===== src/rtl/timer_pkg.sv =====
// Shared types and constants for the MM:SS timer control front end.
// Digit indices follow the sel encoding; maxima bound each BCD preset digit.
package timer_pkg;

  localparam int unsigned DIGIT_W    = 4;
  localparam int unsigned NUM_DIGITS = 4;
  localparam int unsigned SEL_W      = 2;

  typedef enum logic [2:0] {
    ST_IDLE,
    ST_SET,
    ST_RUN,
    ST_PAUSE,
    ST_ALARM
  } state_e;

  typedef logic [DIGIT_W-1:0] bcd_t;
  typedef logic [NUM_DIGITS-1:0][DIGIT_W-1:0] preset_t;

  localparam logic [SEL_W-1:0] DIG_M10 = 2'd0;
  localparam logic [SEL_W-1:0] DIG_M1  = 2'd1;
  localparam logic [SEL_W-1:0] DIG_S10 = 2'd2;
  localparam logic [SEL_W-1:0] DIG_S1  = 2'd3;

  localparam bcd_t MAX_M10 = 4'd9;
  localparam bcd_t MAX_M1  = 4'd9;
  localparam bcd_t MAX_S10 = 4'd5;
  localparam bcd_t MAX_S1  = 4'd9;

  function automatic bcd_t digit_max(input logic [SEL_W-1:0] idx);
    case (idx)
      DIG_M10: digit_max = MAX_M10;
      DIG_M1:  digit_max = MAX_M1;
      DIG_S10: digit_max = MAX_S10;
      default: digit_max = MAX_S1;
    endcase
  endfunction

  // Wrap to zero at the digit's maximum; anything at or above max also wraps.
  function automatic bcd_t digit_inc(input logic [SEL_W-1:0] idx, input bcd_t d);
    if (d >= digit_max(idx)) digit_inc = '0;
    else                     digit_inc = d + 4'd1;
  endfunction

endpackage


===== src/rtl/timer_ctrl_btn_sync_edge.sv =====
// Two-flop synchronizer for an asynchronous button level followed by a
// rising-edge detector producing a one-cycle event.
module btn_sync_edge (
  input  logic clk,
  input  logic rst_n,
  input  logic async_i,
  output logic rise_c
);

  logic s1_q, s1_d;
  logic s2_q, s2_d;
  logic prev_q, prev_d;

  always_comb begin
    s1_d   = async_i;
    s2_d   = s1_q;
    prev_d = s2_q;
  end

  always_ff @(posedge clk or negedge rst_n) begin
    if (!rst_n) begin
      s1_q   <= 1'b0;
      s2_q   <= 1'b0;
      prev_q <= 1'b0;
    end else begin
      s1_q   <= s1_d;
      s2_q   <= s2_d;
      prev_q <= prev_d;
    end
  end

  assign rise_c = s2_q & ~prev_q;

endmodule


===== src/rtl/timer_ctrl.sv =====
// Control front end for the MM:SS down counter: preset editing, load strobe,
// 1 Hz count strobe, zero watch and timed alarm.
module timer_ctrl
  import timer_pkg::*;
#(
  parameter int unsigned TICK_DIV     = 1000,
  parameter int unsigned ALARM_CYCLES = 3000,
  parameter int unsigned ZERO_BLANK   = 3
) (
  input  logic             c1khz,
  input  logic             rst,
  input  logic             btn_start,
  input  logic             btn_set,
  input  logic             btn_next,
  input  logic             btn_inc,
  input  logic             btn_clr,
  input  logic             zero,
  output logic [3:0]       pm10,
  output logic [3:0]       pm1,
  output logic [3:0]       ps10,
  output logic [3:0]       ps1,
  output logic             load,
  output logic             count,
  output logic [1:0]       sel,
  output logic             editing,
  output logic             running,
  output logic             alarm
);

  localparam int unsigned PRESC_W = $clog2(TICK_DIV);
  localparam int unsigned ALARM_W = $clog2(ALARM_CYCLES);
  localparam int unsigned BLANK_W = $clog2(ZERO_BLANK + 2);

  logic ev_start_c, ev_set_c, ev_next_c, ev_inc_c, ev_clr_c;

  btn_sync_edge u_sync_start (.clk(c1khz), .rst_n(rst), .async_i(btn_start), .rise_c(ev_start_c));
  btn_sync_edge u_sync_set   (.clk(c1khz), .rst_n(rst), .async_i(btn_set),   .rise_c(ev_set_c));
  btn_sync_edge u_sync_next  (.clk(c1khz), .rst_n(rst), .async_i(btn_next),  .rise_c(ev_next_c));
  btn_sync_edge u_sync_inc   (.clk(c1khz), .rst_n(rst), .async_i(btn_inc),   .rise_c(ev_inc_c));
  btn_sync_edge u_sync_clr   (.clk(c1khz), .rst_n(rst), .async_i(btn_clr),   .rise_c(ev_clr_c));

  // zero is a level flag, so it is synchronized without edge detection
  logic zero_s1_q, zero_s1_d;
  logic zero_s2_q, zero_s2_d;

  state_e                 state_q, state_d;
  preset_t                digits_q, digits_d;
  logic [SEL_W-1:0]       sel_q, sel_d;
  logic [PRESC_W-1:0]     presc_q, presc_d;
  logic [ALARM_W-1:0]     atmr_q, atmr_d;
  logic [BLANK_W-1:0]     blank_q, blank_d;
  logic                   load_q, load_d;
  logic                   count_q, count_d;
  logic                   editing_q, editing_d;
  logic                   running_q, running_d;
  logic                   alarm_q, alarm_d;
  logic                   launch;
  logic                   preset_nz;

  assign preset_nz = |digits_q;

  always_comb begin
    zero_s1_d = zero;
    zero_s2_d = zero_s1_q;

    state_d  = state_q;
    digits_d = digits_q;
    sel_d    = sel_q;
    presc_d  = presc_q;
    atmr_d   = atmr_q;
    blank_d  = blank_q;
    load_d   = 1'b0;
    count_d  = 1'b0;
    launch   = 1'b0;

    case (state_q)
      ST_IDLE: begin
        if (ev_start_c) begin
          launch = preset_nz;
        end else if (ev_set_c) begin
          state_d = ST_SET;
          sel_d   = DIG_M10;
        end
      end
      ST_SET: begin
        if (ev_start_c) begin
          launch = preset_nz;
        end else if (ev_set_c) begin
          state_d = ST_IDLE;
        end else if (ev_next_c) begin
          sel_d = sel_q + SEL_W'(1);
        end else if (ev_inc_c) begin
          digits_d[sel_q] = digit_inc(sel_q, digits_q[sel_q]);
        end
      end
      ST_RUN: begin
        if (blank_q != '0) blank_d = blank_q - BLANK_W'(1);
        if (zero_s2_q && (blank_q == '0)) begin
          state_d = ST_ALARM;
          atmr_d  = '0;
        end else if (ev_start_c) begin
          state_d = ST_PAUSE;
        end else if (presc_q == PRESC_W'(TICK_DIV - 1)) begin
          presc_d = '0;
          count_d = 1'b1;
        end else begin
          presc_d = presc_q + PRESC_W'(1);
        end
      end
      ST_PAUSE: begin
        if (ev_start_c)    state_d = ST_RUN;
        else if (ev_clr_c) state_d = ST_IDLE;
      end
      ST_ALARM: begin
        if (ev_clr_c || (atmr_q == ALARM_W'(ALARM_CYCLES - 1))) state_d = ST_IDLE;
        else                                                     atmr_d  = atmr_q + ALARM_W'(1);
      end
      default: state_d = ST_IDLE;
    endcase

    // A new run always restarts the prescaler and the zero blanking window
    if (launch) begin
      state_d = ST_RUN;
      load_d  = 1'b1;
      presc_d = '0;
      blank_d = BLANK_W'(ZERO_BLANK);
    end

    editing_d = (state_d == ST_SET);
    running_d = (state_d == ST_RUN);
    alarm_d   = (state_d == ST_ALARM);
  end

  always_ff @(posedge c1khz or negedge rst) begin
    if (!rst) begin
      zero_s1_q <= 1'b0;
      zero_s2_q <= 1'b0;
      state_q   <= ST_IDLE;
      digits_q  <= '0;
      sel_q     <= '0;
      presc_q   <= '0;
      atmr_q    <= '0;
      blank_q   <= '0;
      load_q    <= 1'b0;
      count_q   <= 1'b0;
      editing_q <= 1'b0;
      running_q <= 1'b0;
      alarm_q   <= 1'b0;
    end else begin
      zero_s1_q <= zero_s1_d;
      zero_s2_q <= zero_s2_d;
      state_q   <= state_d;
      digits_q  <= digits_d;
      sel_q     <= sel_d;
      presc_q   <= presc_d;
      atmr_q    <= atmr_d;
      blank_q   <= blank_d;
      load_q    <= load_d;
      count_q   <= count_d;
      editing_q <= editing_d;
      running_q <= running_d;
      alarm_q   <= alarm_d;
    end
  end

  assign pm10    = digits_q[DIG_M10];
  assign pm1     = digits_q[DIG_M1];
  assign ps10    = digits_q[DIG_S10];
  assign ps1     = digits_q[DIG_S1];
  assign sel     = sel_q;
  assign load    = load_q;
  assign count   = count_q;
  assign editing = editing_q;
  assign running = running_q;
  assign alarm   = alarm_q;

endmodule


===== config.mk =====
export PLATFORM = sky130hd
export DESIGN_NAME = timer_ctrl
export DESIGN_NICKNAME = d
export VERILOG_FILES = /design/src/rtl/timer_pkg.sv /design/src/rtl/timer_ctrl_btn_sync_edge.sv /design/src/rtl/timer_ctrl.sv
export SDC_FILE = /design/constraint.sdc
export NUM_CORES = 1
export LEC_CHECK = 0
export CAP_MARGIN = 20
export CELL_PAD_IN_SITES_DETAIL_PLACEMENT = 0
export CELL_PAD_IN_SITES_GLOBAL_PLACEMENT = 2
export CORE_ASPECT_RATIO = 0.6
export CORE_MARGIN = 2
export CORE_UTILIZATION = 41
export CTS_CLUSTER_DIAMETER = 120
export CTS_CLUSTER_SIZE = 20
export DETAILED_ROUTE_END_ITERATION = 12
export PLACE_DENSITY = 0.81
export SYNTH_ARGS = -nofsm -noshare
export SYNTH_HDL_FRONTEND = slang
export SYNTH_SLANG_ARGS = --single-unit

===== constraint.sdc =====
create_clock -name c1khz -period 5 [get_ports c1khz]
set_clock_uncertainty 0.05 [all_clocks]
set_input_delay 1 -clock c1khz [delete_from_list [all_inputs] [get_ports c1khz]]
set_output_delay 1 -clock c1khz [all_outputs]
set_load 0.1 [all_outputs]

== Word-level counts from Yosys, hierarchy flattened ==
Cells that the tools add are included.

* Register bits after elaboration: 68
* Input port bits: 8
* Logic and storage cells: 140

* $add $sub $neg: 5
* Order comparisons: 3
* Equality and inequality tests: 19
* Mux-type cells: 52
* Bitwise gates (word level): 13
* Reductions and logical operators: 17

{| class="wikitable"
|+ Operators with widths
! cell !! count
|-
| 4-bit 2-to-1 mux || 14
|-
| 10-bit 2-to-1 mux || 5
|-
| 3-bit 2-to-1 mux || 13
|-
| 12-bit 2-to-1 mux || 2
|-
| 12-bit case mux with 2 select lines || 1
|-
| 16-bit bitwise mux || 1
|-
| 2-bit inequality test, second input constant || 8
|-
| 16-bit OR reduction || 1
|-
| 3-bit case mux with 5 select lines || 1
|-
| 12-bit by 1-bit adder with 12-bit output, second input constant || 1
|-
| 12-bit == test, second input constant || 1
|-
| 10-bit by 1-bit adder with 10-bit output, second input constant || 1
|-
| 10-bit == test, second input constant || 1
|-
| 2-bit 2-to-1 mux || 5
|-
| 3-bit by 2-bit == test with 1-bit output, second input constant || 3
|-
| 4-bit binary-select mux with 2-bit select || 1
|-
| 4-bit demux with 2-bit select || 1
|-
| 1-bit NOT || 8
|-
| 2-bit nonzero test || 4
|-
| 1-bit 2-to-1 mux || 7
|-
| 3-bit by 1-bit == test with 1-bit output, second input constant || 2
|-
| 3-bit == test, second input constant || 2
|-
| 3-bit logical NOT || 2
|-
| 3-bit AND reduction || 2
|-
| 17 further kinds || 22
|}

== Depth between registers and ports, before layout ==
* Depth after elaboration: 15
* Mapped depth: 9

== By module ==
Synthesis repeated with hierarchy kept, for this count alone.

* Cells, all modules: 286
* Area total of the unflattened synthesis: 3,241.9 um^2

{| class="wikitable"
|+ By module, submodules not included
! module !! times used !! cells an instance !! area each (um^2) !! sequential area each (um^2)
|-
| timer_ctrl || 1 || 266 || 2,797.7 || 1,326.3
|-
| btn_sync_edge || 5 || 4 || 88.8 || 75.1
|}

== Worst setup path before layout ==
OpenSTA, ideal clock, no wires.

* Path type: reg2reg
* From: register sel_q[0], in the netlist sel[0]
* To: register digits_q, in the netlist pm1[3]
* Data arrival time: 2,833 ps
* Data required time: 4,881 ps
* Path slack: 2,047 ps
* Cell stages (with the launch flop): 9
* Buffers on the path: 1
* Cell sequence: dfrtp_1 buf_2 mux4_2 ha_1 nand2b_1 a21o_1 a21o_1 nor2_1 mux2_2

* Word-level cells in the longest chain between the ends: 15
* Elaborated cells between the ends (all ways): 23
* Classes of those cells: add/sub: 1; order compare: 3; eq/ne: 1; mux: 17; reduce/logical: 1

{| class="wikitable"
|+ RTL lines
! item !! RTL line !! text
|-
| start: declaration || timer_ctrl.sv:48 || <nowiki>logic [SEL_W-1:0] sel_q, sel_d;</nowiki>
|-
| start signal: assignment || timer_ctrl.sv:154 || <nowiki>sel_q <= sel_d;</nowiki>
|-
| 2-bit == test || timer_pkg.sv:31 || <nowiki>case (idx)</nowiki>
|-
| 4-bit 2-to-1 mux || timer_pkg.sv:31 ||
|-
| 4-bit 2-to-1 mux || timer_ctrl.sv:92 || <nowiki>end else if (ev_inc_c) begin</nowiki>
|-
| 4-bit 2-to-1 mux || timer_ctrl.sv:90 || <nowiki>end else if (ev_next_c) begin</nowiki>
|-
| 4-bit 2-to-1 mux || timer_ctrl.sv:88 || <nowiki>end else if (ev_set_c) begin</nowiki>
|-
| 4-bit 2-to-1 mux || timer_ctrl.sv:86 || <nowiki>if (ev_start_c) begin</nowiki>
|-
| 4-bit 2-to-1 mux || timer_ctrl.sv:76 || <nowiki>case (state_q)</nowiki>
|-
| 4-bit greater-or-equal comparator || timer_pkg.sv:41 || <nowiki>if (d >= digit_max(idx)) digit_inc = '0;</nowiki>
|-
| 4-bit 2-to-1 mux || timer_pkg.sv:41 ||
|-
| 4-bit 2-to-1 mux || timer_ctrl.sv:92 ||
|-
| 4-bit 2-to-1 mux || timer_ctrl.sv:90 ||
|-
| 4-bit 2-to-1 mux || timer_ctrl.sv:88 ||
|-
| 4-bit 2-to-1 mux || timer_ctrl.sv:86 ||
|-
| 4-bit 2-to-1 mux || timer_ctrl.sv:76 ||
|-
| 16-bit bitwise mux (*) || timer_ctrl.sv:93 || <nowiki>digits_d[sel_q] = digit_inc(sel_q, digits_q[sel_q]);</nowiki>
|-
| end signal: assignment || timer_ctrl.sv:153 || <nowiki>digits_q <= digits_d;</nowiki>
|-
| end: declaration || timer_ctrl.sv:47 || <nowiki>preset_t digits_q, digits_d;</nowiki>
|}

Mark *: on every way between the ends. The rest lies on a longest branch, timed or not. The select of a mux whose other input is x is not followed.
A chain may end at the register's enable or synchronous reset.

== Worst setup path in the final report ==
* From: register sel_q[0], in the netlist sel[0]
* To: output port sel[0]

{| class="wikitable"
|+ RTL lines
! item !! RTL line !! text
|-
| end: declaration || timer_ctrl.sv:24 || <nowiki>output logic [1:0] sel,</nowiki>
|}

No word-level cell between the ends.

==> run_results.csv <==
group,metric,value,unit
grt,groute.layer.met1.usage,27.6,%
placement,place_area,3630,µm²
grt,grt.overflow.total,0,
worst_setup_path,cp-startpoint,"sel[0]",
die,initial_utilization,43.2,%
worst_setup_path,crit_type,"register to output pin",
die,die_h,72.6,µm
timing,fmax,314,MHz
clock_network,cts_max_level,3,
grt,met3_usage,5.94,%
synthesis,synth-adder-area-share,5.05,%
timing,hold_violations,0,
power,p_per_area,545,nW/µm²
worst_setup_path,worst_path_largest_cell_delay,1220,ps
grt,grtUsageTotal,17.5,%
worst_setup_path,r2r_start,"sel[0]",
grt,grt_max_degree,40,
timing,setup_viol,0,
synthesis,synth_top_family_by_area,"simple AND/OR/NAND/NOR gates",
timing,rsz0062_at_grt,"no",
worst_setup_path,critPathCapture,"sel[0]",
synthesis,synth-edff-count,0,
die,rows,24,
detailed_routing,viasPerCell,5.09,
synthesis,synth-compound-area-share,5.36,%
worst_setup_path,cp.buffers_inverters,1,
worst_setup_path,crit_cells,1,
synthesis,synth-simple-area-share,20.1,%
synthesis,synthXorXnorAreaFrac,4.35,%
grt,grt_pass1_wl,11.4,mm
cells_and_area,num_antenna_cells,0,
timing,report.final.slew_viol_count,0,
worst_setup_path,slowest_stage,"clkdlybuf4s50_1",
worst_setup_path,cp-end-kind,"output pin",
grt,grt_pass1_vias,2076,
timing,fin_setup_tns,0,ps
power,clkPwrFrac,29.7,%
synthesis,synth_warnings,0,
timing,worst_slew_pin_slew,976,ps
power,switching_share,39.7,%
synthesis,synth-main-ff-cell,"dfrtp_1",
cells_and_area,nNetsFinal,337,
cells_and_area,drive_gt1_share,15.0,%
synthesis,async_reset_ff_share,100,%
cells_and_area,final_cell_area,3940,µm²
clock_network,clkSinkCount,68,
clock_network,post_cts_buffers,0,
synthesis,syn_nets,299,
power,power.switching,852,µW
power,power.internal,1.29,mW
cells_and_area,syn2layout_area_growth,22.3,%
grt,grt_use_met2,21.8,%
die,io_pins,31,
detailed_routing,vias,2163,
power,p_total,2.14,mW
worst_setup_path,cp_top_family,"buffers and inverters",
synthesis,synth_area_per_cell,11.6,µm²
clock_network,clock_path_buffers,2,
grt,antenna_found_initial,0,
detailed_routing,antenna_left,0,
power,power_frac_seq,33.8,%
die,die_area,8600,µm²
hold_path,min_path_type,"register to register",
clock_network,hold_buffers,0,
clock_network,cts_buffers,9,
placement,dp_hpwl,4.76,mm
status,outcome,"finished, final reports clean",
synthesis,syn-instance-count,278,
synthesis,synth.mux.area_fraction,9.37,%
worst_setup_path,cp.arrival,2130,ps
detailed_routing,drt-total-wl,6.61,mm
synthesis,synth.ff_latch_count,68,
clock_network,cts_resized,0,
worst_setup_path,reg2reg_to,"ps1[3]",
power,ir_drop,0.000217,V
clock_network,cts_root_buf,"clkbuf_16",
clock_network,cts_tree,"yes",
placement,place_congestion,0.745,
clock_network,clk_latency,330,ps
timing,min_period_over_period,63.6,%
worst_setup_path,r2r.worst_path.cells,7,
worst_setup_path,critical_path_required,3950,ps
timing,period_needed,3180,ps
detailed_routing,drc,0,
die,core,7450,µm²
power,comb_power_share,36.5,%
placement,io_buffers,30,
clock_network,clkTransAtPathRegs,50,ps
flow_run,cap_violations,0,
worst_setup_path,cp_max_fo,9,
worst_setup_path,critPathLaunchType,"register",
timing,slew-limit-headroom,34.7,%
detailed_routing,drt-initial-drc-count,170,
power,p_leak,1.78,nW
worst_setup_path,crit_chain,"clkdlybuf4s50_1",
cells_and_area,n_fill_cell,677,
detailed_routing,firstDrtPassIters,4,
grt,busiest_layer,"met1",
synthesis,syn_area,3220,µm²
detailed_routing,wl_per_cell,15.6,µm
worst_setup_path,r2r_slack,2410,ps
synthesis,synth_seq_area_share,52.9,%
synthesis,synthDistinctLibCells,49,
die,fp.dieW,118,µm
## worst min-delay path by stage
stage	endpoint	from	cells after the start
finish	u_sync_set.prev_d	u_sync_set.s1_q	0
global route	u_sync_clr.prev_d	u_sync_clr.s1_q	0
CTS	u_sync_next.prev_d	u_sync_next.s1_q	0
detailed placement	u_sync_set.prev_d	u_sync_set.s1_q	0
global placement	u_sync_next.prev_d	u_sync_next.s1_q	0
floorplan	u_sync_clr.prev_d	u_sync_clr.s1_q	0
## cell type report
type	instances	area, µm²	area share (%)
Clock inverter	4	47.5	1.21
Sequential cell	68	1700	43.2
Inverter	18	67.6	1.72
Multi-Input combinational cell	187	1420	36.2
Clock buffer	12	256	6.51
Tap cell	104	130	3.30
Timing Repair Buffer	32	310	7.88
## registers in the layout, summed over array words and instances (netlist names), 2 cells and up
register	flops
ps1	4
pm10	4
state_q	3
atmr_q	12
pm1	4
ps10	4
blank_q	3
presc_q	10
sel	2
## per-stage QoR
step / cells / hold slack, ps / setup WS [ps] / utilization, %
after global placement: 409 / 283 / 2160 / 48.8
after global routing: 425 / 302 / 1710 / 52.9
after detailed placement: 409 / 286 / 2150 / 48.8
final: 425 / 296 / 1820 / 52.9
after floorplan: 278 / 281 / 2050 / -
after CTS: 425 / 297 / 1790 / 52.9
## metal layers
metal / routed length, µm / vias to the layer above
li1: - / 1057
met5: 0 / -
met2: 2550 / 32
met4: 89 / 0
met1: 3720 / 1064
met3: 255 / 10
## cells in the mapped netlist, types with 2 or more instances
cell,number,area [µm²]
nor3_1,2,10.0
nor4_1,6,37.5
and3_1,9,56.3
inv_1,18,67.6
or2_4,2,17.5
nand3b_1,2,15.0
nand2b_1,3,18.8
mux2i_1,2,20.0
or3_1,3,18.8
nor2_1,22,82.6
nand2_1,19,71.3
dfrtp_1,68,1700
buf_2,3,15.0
o21ai_0,9,45.0
nand4b_1,2,17.5
mux4_2,4,90.1
xor2_1,9,78.8
o22ai_1,2,12.5
o2111ai_1,2,17.5
nand3_1,15,75.1
mux2_1,6,67.6
nor2b_1,4,25.0
a21o_1,4,30.0
xnor2_1,7,61.3
a21oi_1,4,20.0
ha_1,13,163
a311oi_1,2,17.5
nand2_2,5,31.3
mux2_2,11,124
## logic make-up after synthesis
family,count (synthesis)
AO/OA/AOI/OAI,27
buffers and inverters,23
adder cells (fa/ha/maj),13
multiplexers,23
AND/OR/NAND/NOR,108
flip-flops,68
XOR/XNOR,16
## cell usage in the layout, fill, tap and decap left out, types with 2 or more instances in the layout
cell type and n:
clkinv_2 2, clkbuf_8 2, or3_1 3, buf_4 2, a21oi_1 4, mux2_1 6
a311oi_1 2, nand4b_1 2, nand2b_1 3, dfrtp_1 68, mux2_2 11, nor2b_1 4
mux4_2 4, ha_1 13, nand2_2 5, inv_1 18, or2_4 2, clkbuf_16 9
nor4_1 6, nand2_1 19, o22ai_1 2, o21ai_0 9, and3_1 9, a21o_1 4
xor2_1 9, nor2_1 22, nor3_1 2, clkdlybuf4s50_1 29, mux2i_1 2, nand3b_1 2
xnor2_1 7, o2111ai_1 2, nand3_1 15
## power by group through the flow
stage | logic, mW | clock network (mW) | registers, mW
CTS | 0.787 | 0.653 | 0.726
finish | 0.782 | 0.637 | 0.726
detailed placement | 0.783 | 0 | 0.736
global placement | 0.781 | 0 | 0.733
global route | 0.848 | 0.683 | 0.743
floorplan | 0.353 | 0 | 0.972
(Power assumes the default switching activity.)
